[src/rtl/alu_pkg.sv]
// Shared definitions for the two-lane ALU request scheduler: data width,
// opcode encoding and scheduler FSM states.
package alu_pkg;

  localparam int DATA_W = 8;

  localparam logic [3:0] OP_ADD = 4'b0000;
  localparam logic [3:0] OP_SUB = 4'b0001;
  localparam logic [3:0] OP_MUL = 4'b0010;
  localparam logic [3:0] OP_DIV = 4'b0011;
  localparam logic [3:0] OP_AND = 4'b0100;
  localparam logic [3:0] OP_OR  = 4'b0101;
  localparam logic [3:0] OP_XOR = 4'b0110;

  typedef enum logic [1:0] {
    IDLE  = 2'd0,
    ISSUE = 2'd1,
    WAIT  = 2'd2,
    RESP  = 2'd3
  } state_t;

  // Requests that never reach the ALU: unknown opcodes and divide-by-zero.
  function automatic logic is_illegal(input logic [3:0] sel, input logic [DATA_W-1:0] b);
    return (sel > OP_XOR) || ((sel == OP_DIV) && (b == '0));
  endfunction

endpackage

[src/rtl/rr_arb2.sv]
// Two-way round-robin arbiter: on contention the lane not granted last wins.
module rr_arb2 (
  input  logic [1:0] request,
  input  logic       last,
  output logic [1:0] grant
);

  always_comb begin
    grant = 2'b00;
    if (request == 2'b11) grant = last ? 2'b01 : 2'b10;
    else                  grant = request;
  end

endmodule

[src/rtl/alu_scheduler.sv]
// Arbitrates two request lanes onto one external ALU, one transaction in flight,
// and returns each result on the owning lane's response handshake.
module alu_scheduler
  import alu_pkg::*;
#(
  parameter int ALU_LATENCY = 1
) (
  input  logic                  Clock,
  input  logic                  Reset,
  input  logic [1:0]            Req_Valid,
  output logic [1:0]            Req_Ready,
  input  logic [2*DATA_W-1:0]   Req_A,
  input  logic [2*DATA_W-1:0]   Req_B,
  input  logic [7:0]            Req_Sel,
  output logic [1:0]            Rsp_Valid,
  input  logic [1:0]            Rsp_Ready,
  output logic [DATA_W-1:0]     Rsp_Data,
  output logic                  Rsp_Carry,
  output logic                  Rsp_Err,
  output logic [DATA_W-1:0]     Alu_A,
  output logic [DATA_W-1:0]     Alu_B,
  output logic [3:0]            Alu_Sel,
  input  logic [DATA_W-1:0]     Alu_Out,
  input  logic                  Alu_Carry,
  output logic [1:0]            Fsm_State
);

  // Handshakes: a request transfers on a cycle where Req_Valid[i] and
  // Req_Ready[i] are both high; a response transfers on a cycle where
  // Rsp_Valid[i] and Rsp_Ready[i] are both high. Ready never depends on
  // anything but the FSM state and the arbiter.

  state_t              state;
  logic                last_q;
  logic                lane_q;
  logic [1:0]          cnt_q;
  logic [1:0]          grant;
  logic                gnt_lane;
  logic [DATA_W-1:0]   g_a;
  logic [DATA_W-1:0]   g_b;
  logic [3:0]          g_sel;

  rr_arb2 u_arb (
    .request (Req_Valid),
    .last    (last_q),
    .grant   (grant)
  );

  assign gnt_lane  = grant[1];
  assign g_a       = gnt_lane ? Req_A[2*DATA_W-1:DATA_W] : Req_A[DATA_W-1:0];
  assign g_b       = gnt_lane ? Req_B[2*DATA_W-1:DATA_W] : Req_B[DATA_W-1:0];
  assign g_sel     = gnt_lane ? Req_Sel[7:4] : Req_Sel[3:0];

  assign Req_Ready = ((state == IDLE) && !Reset) ? grant : 2'b00;
  assign Rsp_Valid = (state == RESP) ? (lane_q ? 2'b10 : 2'b01) : 2'b00;
  assign Fsm_State = state;

  always_ff @(posedge Clock) begin
    if (Reset) begin
      state     <= IDLE;
      last_q    <= 1'b1;
      lane_q    <= 1'b0;
      cnt_q     <= 2'd0;
      Rsp_Data  <= '0;
      Rsp_Carry <= 1'b0;
      Rsp_Err   <= 1'b0;
      Alu_A     <= '0;
      Alu_B     <= '0;
      Alu_Sel   <= '0;
    end else begin
      case (state)
        IDLE: begin
          if (|grant) begin
            last_q <= gnt_lane;
            lane_q <= gnt_lane;
            // Rejected requests leave the ALU operands untouched.
            if (is_illegal(g_sel, g_b)) begin
              Rsp_Data  <= '0;
              Rsp_Carry <= 1'b0;
              Rsp_Err   <= 1'b1;
              state     <= RESP;
            end else begin
              Alu_A   <= g_a;
              Alu_B   <= g_b;
              Alu_Sel <= g_sel;
              state   <= ISSUE;
            end
          end
        end
        ISSUE: begin
          cnt_q <= 2'(ALU_LATENCY - 1);
          state <= WAIT;
        end
        WAIT: begin
          if (cnt_q == 2'd0) begin
            Rsp_Data  <= Alu_Out;
            Rsp_Carry <= (Alu_Sel == OP_ADD) && Alu_Carry;
            Rsp_Err   <= 1'b0;
            state     <= RESP;
          end else begin
            cnt_q <= cnt_q - 2'd1;
          end
        end
        RESP: begin
          if (Rsp_Ready[lane_q]) state <= IDLE;
        end
        default: state <= IDLE;
      endcase
    end
  end

endmodule

[config.mk]
export PLATFORM = sky130hd
export DESIGN_NAME = alu_scheduler
export DESIGN_NICKNAME = d
export VERILOG_FILES = /design/src/rtl/alu_pkg.sv /design/src/rtl/rr_arb2.sv /design/src/rtl/alu_scheduler.sv
export SDC_FILE = /design/constraint.sdc
export NUM_CORES = 1
export LEC_CHECK = 0
export BUFFER_PORTS_ARGS = -buffer_cell sky130_fd_sc_hd__buf_2
export CAP_MARGIN = 15
export CELL_PAD_IN_SITES_DETAIL_PLACEMENT = 0
export CELL_PAD_IN_SITES_GLOBAL_PLACEMENT = 1
export CORE_MARGIN = 8
export CORE_UTILIZATION = 31
export CTS_BUF_LIST = sky130_fd_sc_hd__clkbuf_4 sky130_fd_sc_hd__clkbuf_8
export CTS_CLUSTER_SIZE = 8
export DETAILED_ROUTE_END_ITERATION = 12
export PLACE_DENSITY = 0.77
export SYNTH_ARGS = -nofsm -noshare
export SYNTH_HDL_FRONTEND = slang
export SYNTH_SLANG_ARGS = --single-unit
[constraint.sdc]
create_clock -name Clock -period 2 [get_ports Clock]
set_clock_uncertainty 0.1 [all_clocks]
set_input_delay 0.2 -clock Clock [delete_from_list [all_inputs] [get_ports Clock]]
set_output_delay 0.2 -clock Clock [all_outputs]
set_load 0.02 [all_outputs]
==> flow_metrics.env, run 1 <==
export IMPL_reg2reg_slack_ns=0.004
export IMPL_num_vias=1866
export IMPL_clkSinkCount=36
export IMPL_hold_viol_final=0
export IMPL_setup_tns_ns=0
export IMPL_die_y_um=93.11
export IMPL_p_leak_nw=1.168
export IMPL_place_ws_ns=-0.1751
export IMPL_routed_wl_um=5906
export IMPL_status="completed"
export IMPL_pwr_share_seq_pct=34.0
export IMPL_drt_initial_drc_count=115
export IMPL_drtAntennaViolNets=0
export IMPL_maxCapViolations=0
export IMPL_dr_wl_met3_um=482
export IMPL_critPathBufInv=0
export IMPL_fillers=607
export IMPL_power_switching_mw=1.055
export IMPL_powerDensity_nw_per_um2=1065
export IMPL_place_congestion=0.7654
export IMPL_max_freq_mhz=501.0
export IMPL_min_period_over_period_pct=99.81
export IMPL_critical_path_cell_chain="a21boi_4, mux2i_1, o311ai_4, or2_4, o41ai_1"
export IMPL_dr_wl_met2_um=2724
export IMPL_final_min_clock_period_ns=1.996
export IMPL_htree_levels=2
export IMPL_cp_max_fo=21
export IMPL_core_area_um2=5851
export IMPL_startpoint_type="flip-flop"
export IMPL_crit_family="compound AO/OA/AOI/OAI gates"
export IMPL_io_pins=91
export IMPL_worstHoldPathType="input pin to flip-flop"
export IMPL_overflow=0
export IMPL_syn_to_final_growth_pct=38.97
export IMPL_setup_viol=0
export IMPL_wl_met1_um=2682
export IMPL_switching_share_pct=38.66
export IMPL_grt_max_degree=27
export IMPL_antennaDiodeCount=0
export IMPL_top_layer="met4"
export IMPL_finalPower_mw=2.728
export IMPL_cts_root_buffer="clkbuf_8"
export IMPL_layout_common_cells="buf_2, dfxtp_1, mux2i_1, o41ai_1, buf_4"
export IMPL_clkSlewWorstSetupHoldPaths_ns=0.08
export IMPL_p_int_mw=1.674
export IMPL_synth_avg_cell_area_um2=10.07
export IMPL_worstSetupEndpointType="flip-flop"
export IMPL_cts_tree="done"
export IMPL_cpPeakStageDelay_ns=0.37
export IMPL_synth_seq_cells=36
export IMPL_final_core_util_pct=43.78
export IMPL_portBuffers=90
export IMPL_synth_distinct_cells=36
export IMPL_wl_per_cell_um=16.73
export IMPL_power_frac_clock_pct=23.6
export IMPL_grt_pass1_vias=2007
export IMPL_ys_warn_count=0
export IMPL_placement_rows=28
export IMPL_relSlewSlack_pct=69.84
export IMPL_mostFrequentLayoutCell="buf_2"
export IMPL_crit_slowest_cell="or2_4"
export IMPL_grt_use_total_pct=13.82
export IMPL_vias_per_cell=5.286
export IMPL_synthFlopType="dfxtp_1"
export IMPL_async_flop_share_pct=0
export IMPL_rsz0062_at_grt="true"
export IMPL_die_area_um2=8669
export IMPL_regArea_um2=720.7
export IMPL_final_max_slew_viol_count=0
export IMPL_dieWidth_um=93.11
export IMPL_cp_arrival_ns=2.07
export IMPL_multi_input_area_um2=1020
export IMPL_synth_edf_count=0
export IMPL_tightest_slew_ns=0.4524
export IMPL_p_comb_share_pct=42.4
export IMPL_clk_path_buf_depth=2
export IMPL_cts_buffers=5
export IMPL_syn_instance_count=183
export IMPL_setup_ws_ns=0.003862
export IMPL_drive_gt1_share_pct=43.53
export IMPL_synth_seq_area_share_pct=39.10
export IMPL_vdd_drop_max_mv=0.4372
export IMPL_start_util_pct=31.50
export IMPL_syn_num_nets=243
export IMPL_cts_setup_buffers=0
export IMPL_worstSkewPairLatency_ns=0.29
export IMPL_drt_pass1_iterations=4
export IMPL_layout_nets=337
export IMPL_hpwlAfterDp_um=4459
export IMPL_criticalPathCategory="flip-flop to flip-flop"
export IMPL_route_detailed_drc=0
export IMPL_syn_cell_area_um2=1843
export IMPL_grt_pass1_wl_um=9735
export IMPL_antenna_found_initial=0
export IMPL_worstPathRequired_ns=2.07
worst reg2reg max path: stages (launching register included):
cell      delay, ns
dfxtp_1        0.36
a21boi_4       0.18
mux2i_1        0.29
o311ai_4       0.19
or2_4          0.37
o41ai_1        0.38
what timing repair did:
action,4_1_cts,5_1_grt
gates resized for setup,1,8
hold endpoints to repair,0,0
endpoints found under the setup margin,1,27
hold buffers,0,0
metal layers:
metal,track usage (%),vias to the layer above
met5,0,-
met4,2.819,0
met3,5.849,2
met2,21.83,56
met1,17.10,866
li1,-,942
power by group through the flow:
stage	Combinational (mW)	Clock (mW)	Sequential [mW]
floorplan	0.584	0	1.08
global placement	1.15	0	0.939
detailed placement	1.15	0	0.940
CTS	1.16	0.658	0.925
global route	1.27	0.696	0.949
finish	1.16	0.644	0.926
metrics by stage:
step	std cells	instance area, µm²	hold WS [ns]
after global placement	345	2435	0.3125
after CTS	353	2550	0.01544
after global routing	353	2561	0.01304
after detailed placement	345	2435	0.3160
final	353	2561	0.01939
after floorplan	183	1843	0.2258
final cells by class:
cell class,instances,area share (%)
clock inverters,3,1.661
multi-input cells,118,39.81
repair buffers,106,22.57
well taps,75,3.664
clock buffers,5,2.687
flip-flops and latches,36,28.14
inverters,10,1.466
sequential cells by signal, indices dropped and copies added (netlist names):
signal	flops
Fsm_State	2
Rsp_Carry	1
Alu_A	8
cnt_q	2
Rsp_Err	1
Rsp_Data	8
lane_q	1
last_q	1
Alu_Sel	4
Alu_B	8
Yosys cell counts, types with 2 or more instances:
cell | instances | area share [%]
inv_1 | 10 | 2.0
a32o_1 | 9 | 4.9
clkbuf_1 | 15 | 3.1
nand3_1 | 2 | 0.54
o41ai_1 | 19 | 9.0
a22oi_1 | 2 | 0.81
buf_6 | 2 | 1.2
dfxtp_1 | 36 | 39
mux2i_1 | 21 | 11
o21ai_0 | 2 | 0.54
nor2_1 | 6 | 1.2
and3_1 | 2 | 0.68
o311ai_0 | 19 | 9.0
a21oi_1 | 5 | 1.4
nor4_1 | 5 | 1.7
ha_1 | 5 | 3.4
nand2_1 | 4 | 0.81
kinds of logic (layout without fill, tap and decap cells):
group	Yosys count	after routing	synth area share, %
buf+inv	29	124	6.788
fa+ha+maj	5	5	3.394
flops	36	36	39.10
mux	21	21	11.41
simple gates	24	24	6.721
compound gates	68	68	32.59
path summary, 6_finish.rpt:
kind                                 start     endpoint  depth (start not counted)
worst max register to register      last_q     Alu_B[3]                          5
worst min register to register  Alu_Sel[3]   Alu_Sel[3]                          1
worst min-delay path            Alu_Out[1]  Rsp_Data[1]                          2
worst max-delay path                last_q     Alu_B[3]                          5
(Power assumes the default switching activity.)
==> run 2, diff against run 1 <==
- CORE_UTILIZATION: 31 -> 34
- CTS_BUF_LIST: sky130_fd_sc_hd__clkbuf_4 sky130_fd_sc_hd__clkbuf_8 -> sky130_fd_sc_hd__clkbuf_4
- PLACE_DENSITY: 0.77 -> 0.8
- clock period: 2 -> 2.2 ns (I/O delays scaled with it)
==> run 2 against run 1 <==
Cell count is 0.28% higher. Global-route usage grew 1.4 points. Worst setup slack better by 0.12 ns. Routed wire length shrank 1.3%. Die area down 7.3%. Fmax shrank 3.7%. First-iteration DRC count down 24%. Largest power group unchanged.
==> flow_metrics.env, run 2 (same netlist as run 1, synthesis figures left out) <==
export IMPL_vdd_drop_max_mv=0.3608
export IMPL_crit_family="compound AO/OA/AOI/OAI gates"
export IMPL_crit_slowest_cell="or2_4"
export IMPL_setup_tns_ns=0
export IMPL_worstHoldPathType="input pin to flip-flop"
export IMPL_antenna_found_initial=0
export IMPL_syn_to_final_growth_pct=37.88
export IMPL_routed_wl_um=5828
export IMPL_max_freq_mhz=482.4
export IMPL_start_util_pct=34.31
export IMPL_clk_path_buf_depth=2
export IMPL_core_area_um2=5371
export IMPL_drtAntennaViolNets=0
export IMPL_antennaDiodeCount=0
export IMPL_cts_tree="done"
export IMPL_worstSkewPairLatency_ns=0.34
export IMPL_cts_root_buffer="clkbuf_4"
export IMPL_die_y_um=89.63
export IMPL_startpoint_type="flip-flop"
export IMPL_placement_rows=27
export IMPL_place_congestion=0.7849
export IMPL_p_leak_nw=1.153
export IMPL_critical_path_cell_chain="a21boi_4, mux2i_1, o311ai_4, or2_4, o41ai_1"
export IMPL_cts_buffers=5
export IMPL_overflow=0
export IMPL_largestRegisters="Alu_A (8), Alu_B (8), Rsp_Data (8)"
export IMPL_io_pins=91
export IMPL_multi_input_area_um2=1016
export IMPL_criticalPathCategory="flip-flop to flip-flop"
export IMPL_grt_pass1_wl_um=9501
export IMPL_drive_gt1_share_pct=41.13
export IMPL_mostFrequentLayoutCell="buf_2"
export IMPL_critPathBufInv=0
export IMPL_dieWidth_um=89.63
export IMPL_relSlewSlack_pct=70.06
export IMPL_hold_viol_final=0
export IMPL_regArea_um2=720.7
export IMPL_fillers=503
export IMPL_grt_max_degree=27
export IMPL_vias_per_cell=5.441
export IMPL_cp_arrival_ns=2.21
export IMPL_final_min_clock_period_ns=2.073
export IMPL_hpwlAfterDp_um=4346
export IMPL_clkSinkCount=36
export IMPL_clkSlewWorstSetupHoldPaths_ns=0.11
export IMPL_worstSetupEndpointType="flip-flop"
export IMPL_die_area_um2=8033
export IMPL_finalPower_mw=2.223
export IMPL_num_vias=1926
export IMPL_layout_nets=341
export IMPL_grt_use_total_pct=15.19
export IMPL_setup_viol=0
export IMPL_worstPathRequired_ns=2.34
export IMPL_portBuffers=90
export IMPL_min_period_over_period_pct=94.22
export IMPL_wl_per_cell_um=16.46
export IMPL_htree_levels=2
export IMPL_final_core_util_pct=47.31
export IMPL_tightest_slew_ns=0.4490
export IMPL_route_detailed_drc=0
export IMPL_drt_initial_drc_count=87
export IMPL_status="completed"
export IMPL_layout_common_cells="buf_2, dfxtp_1, mux2i_1, o41ai_1, o311ai_0"
export IMPL_maxCapViolations=0
export IMPL_final_max_slew_viol_count=0
export IMPL_grt_pass1_vias=1913
export IMPL_drt_pass1_iterations=4
export IMPL_cp_max_fo=21
export IMPL_cpPeakStageDelay_ns=0.39
export IMPL_rsz0062_at_grt="false"
export IMPL_powerDensity_nw_per_um2=874.7
run 2: cell type report:
cell class / instances / area share (%)
Inverter: 10 / 1.477
Clock buffer: 7 / 2.068
Timing Repair Buffer: 110 / 24.42
Tap cell: 72 / 3.545
Sequential cell: 36 / 28.36
Clock inverter: 1 / 0.1477
Multi-Input combinational cell: 118 / 39.98
run 2: path summary, 6_finish.rpt:
path                            cells after the start  endpoint  slack [ns]     start
worst max-delay path                                5  Alu_A[1]        0.13    last_q
worst min-delay path                                3  Alu_A[3]        0.09  Req_A[3]
worst max register to register                      5  Alu_A[1]        0.13    last_q
worst min register to register                      2   Rsp_Err        0.38   Rsp_Err
run 2: what timing repair did:
item / CTS / global route
gates resized for setup: 0 / 2
endpoints found under the setup margin: 0 / 12
buffers inserted: 0 / 0
hold endpoints to repair: 8 / 0
hold buffers: 8 / 0
run 2: worst min-delay path, stage by stage:
cell	delay, ns
buf_2	0.09
mux2i_1	0.11
o41ai_1	0.07
run 2: layer usage:
metal	wire [µm]	vias to the layer above	global-route usage (%)
li1	-	948	-
met1	2472	896	19.95
met2	2683	80	22.66
met3	650	2	5.369
met4	21	0	4.532
met5	0	-	0
run 2: power breakdown:
| part | switching (mW) | total, mW | leakage (nW) | internal, mW |
|---|---|---|---|---|
| Clock | 0.219 | 0.367 | 0.0338 | 0.148 |
| Sequential | 0.0756 | 0.846 | 0.293 | 0.770 |
| Combinational | 0.625 | 1.01 | 0.825 | 0.385 |
run 2: metrics by stage:
stage	area [µm²]	worst slack, ns	hold WS (ns)	instances
2_1_floorplan	1843	0.2401	0.2458	183
3_5_place_dp	2401	0.07230	0.3408	338
4_1_cts	2537	0.1049	0.08580	354
6_report	2541	0.1271	0.09492	354
3_3_place_gp	2401	0.09790	0.3316	338
5_1_grt	2541	0.004041	0.1021	354
==> run 3, diff against run 2 <==
- CELL_PAD_IN_SITES_DETAIL_PLACEMENT: 0 -> 1
==> run 3 against run 2 <==
Combinational power about the same. Non-clock buffer count fell by 1. Fmax grew 1.3%. Flip-flop and latch count is the same. Total power grew 0.99%. Register-to-register slack better by 0.05 ns. Largest cell class unchanged. Largest power group unchanged.
==> flow_metrics.env, run 3 (same netlist as run 1, synthesis figures left out) <==
export IMPL_dr_wl_met3_um=511
export IMPL_drive_gt1_share_pct=41.64
export IMPL_core_area_um2=5371
export IMPL_place_congestion=0.7849
export IMPL_worstPathRequired_ns=1.88
export IMPL_portBuffers=90
export IMPL_r2r_end="Alu_B[0]"
export IMPL_p_int_mw=1.304
export IMPL_cts_buffers=5
export IMPL_grt_pass1_vias=2086
export IMPL_hold_viol_final=0
export IMPL_layout_nets=340
export IMPL_reg2reg_slack_ns=0.18
export IMPL_dpl_cell_count=338
export IMPL_fillers=670
export IMPL_max_freq_mhz=488.7
export IMPL_cts_tree="done"
export IMPL_route_detailed_drc=0
export IMPL_maxCapViolations=0
export IMPL_crit_slowest_cell="dfxtp_1"
export IMPL_cts_root_buffer="clkbuf_4"
export IMPL_num_vias=1974
export IMPL_min_period_over_period_pct=93.01
export IMPL_worstSkewPairLatency_ns=0.34
export IMPL_worstSetupEndpointType="primary output"
export IMPL_hold_path_cell_count=2
export IMPL_power_frac_clock_pct=16.2
export IMPL_start_util_pct=34.31
export IMPL_antenna_found_initial=0
export IMPL_final_max_slew_viol_count=0
export IMPL_worstHoldPathType="input pin to flip-flop"
export IMPL_clk_path_buf_depth=2
export IMPL_fin_cells=353
export IMPL_setup_viol=0
export IMPL_die_area_um2=8033
export IMPL_status="completed"
export IMPL_startpoint_type="flip-flop"
export IMPL_setup_tns_ns=0
export IMPL_dieWidth_um=89.63
export IMPL_cpPeakStageDelay_ns=0.36
export IMPL_crit_path_end="Req_Ready[0]"
export IMPL_powerDensity_nw_per_um2=882.5
export IMPL_largestRegisters="Alu_A (8), Alu_B (8), Rsp_Data (8)"
export IMPL_switching_share_pct=41.92
export IMPL_wl_met1_um=2918
export IMPL_overflow=0
export IMPL_grt_use_total_pct=16.53
export IMPL_drt_pass1_iterations=4
export IMPL_clkSinkCount=36
export IMPL_top_layer="met4"
export IMPL_drt_initial_drc_count=73
export IMPL_relSlewSlack_pct=69.27
export IMPL_syn_to_final_growth_pct=38.02
export IMPL_vdd_drop_max_mv=0.3461
export IMPL_htree_levels=2
export IMPL_vias_per_cell=5.592
export IMPL_hpwlAfterDp_um=4870
export IMPL_p_leak_nw=1.150
export IMPL_wl_per_cell_um=18.58
export IMPL_io_pins=91
export IMPL_routed_wl_um=6557
export IMPL_cts_setup_buffers=0
export IMPL_pwr_share_seq_pct=37.7
export IMPL_rsz0062_at_grt="false"
export IMPL_cp_arrival_ns=1.73
export IMPL_grt_pass1_wl_um=10400
export IMPL_placement_rows=27
export IMPL_power_switching_uw=941.0
export IMPL_reg2regPathDepth=5
export IMPL_mostFrequentLayoutCell="buf_2"
export IMPL_criticalPathCategory="flip-flop to primary output"
export IMPL_r2r_start="last_q"
export IMPL_dr_wl_met2_um=3077
export IMPL_layout_common_cells="buf_2, dfxtp_1, mux2i_1, o41ai_1, o311ai_0"
export IMPL_p_comb_share_pct=46.0
export IMPL_antennaDiodeCount=0
export IMPL_drtAntennaViolNets=0
export IMPL_die_y_um=89.63
export IMPL_cp_startpoint="Fsm_State[0]"
export IMPL_clkSlewWorstSetupHoldPaths_ns=0.10
export IMPL_grt_max_degree=27
export IMPL_critical_path_cell_chain="inv_1, ha_1, buf_4, o2111a_1, buf_2"
export IMPL_final_min_clock_period_ns=2.046
export IMPL_cp_max_fo=8
export IMPL_tightest_slew_ns=0.4610
==> run 3: cell types whose count changed in the layout (fill, tap and decap cells not counted), sizes merged <==
cell	change
dlygate4sd3	-1
==> run 3: power by group through the flow <==
stage	logic, mW	registers (mW)	clock network [mW]
floorplan	0.531	0.985	0
global placement	0.995	0.858	0
global route	1.13	0.865	0.395
CTS	1.03	0.848	0.374
detailed placement	1.02	0.862	0
finish	1.03	0.847	0.364
==> run 3: critical path, delay by kind of cell, from the launching register on <==
family | cells | cell delay, ns
AOI/OAI and AO/OA | 1 | 0.19
adders and majority gates | 1 | 0.35
buffers and inverters | 3 | 0.49
DFF | 1 | 0.36
==> run 3: metal layers <==
metal / vias up / global-route usage (%)
met1: 959 / 20.35
met5: - / 0
met4: 0 / 3.474
met2: 59 / 27.41
met3: 6 / 5.278
li1: 950 / -
==> run 3: through the flow <==
step / hold slack (ns) / util [%] / total power, mW / instance area, µm² / setup WS [ns]
finish: 0.02070 / 47.36 / 2.245 / 2544 / 0.1538
global route: 0.04178 / 47.36 / 2.393 / 2544 / 0.02210
CTS: 0.01390 / 47.05 / 2.253 / 2527 / 0.03559
detailed placement: 0.3370 / 44.70 / 1.878 / 2401 / 0.07453
global placement: 0.3316 / 44.70 / 1.853 / 2401 / 0.09790
floorplan: 0.2458 / - / 1.516 / 1843 / 0.2401
==> run 3: worst min-delay path by stage <==
stage                     startpoint     endpoint  slack [ns]
final                     Alu_Out[4]  Rsp_Data[4]        0.02
after floorplan           Alu_Out[0]  Rsp_Data[0]        0.25
after detailed placement  Alu_Out[5]  Rsp_Data[5]        0.34
after global placement    Alu_Out[5]  Rsp_Data[5]        0.33
after global routing      Alu_Out[4]  Rsp_Data[4]        0.04
after CTS                 Alu_Out[4]  Rsp_Data[4]        0.01
==> run 3: area by class of cell <==
| cell class | instances | area (µm²) | share of cell area [%] |
|---|---|---|---|
| multi-input cells | 118 | 1025 | 40.29 |
| flip-flops and latches | 36 | 720.7 | 28.33 |
| repair buffers | 109 | 614.3 | 24.15 |
| well taps | 72 | 90.09 | 3.542 |
| clock buffers | 7 | 52.55 | 2.066 |
| inverters | 10 | 37.54 | 1.476 |
| clock inverters | 1 | 3.754 | 0.1476 |
==> run 3: repair_timing <==
| action | in CTS | in global routing |
|---|---|---|
| resized for setup | 0 | 5 |
| endpoints found under the setup margin | 0 | 14 |
| hold buffers | 7 | 0 |
| hold endpoints to repair | 7 | 0 |
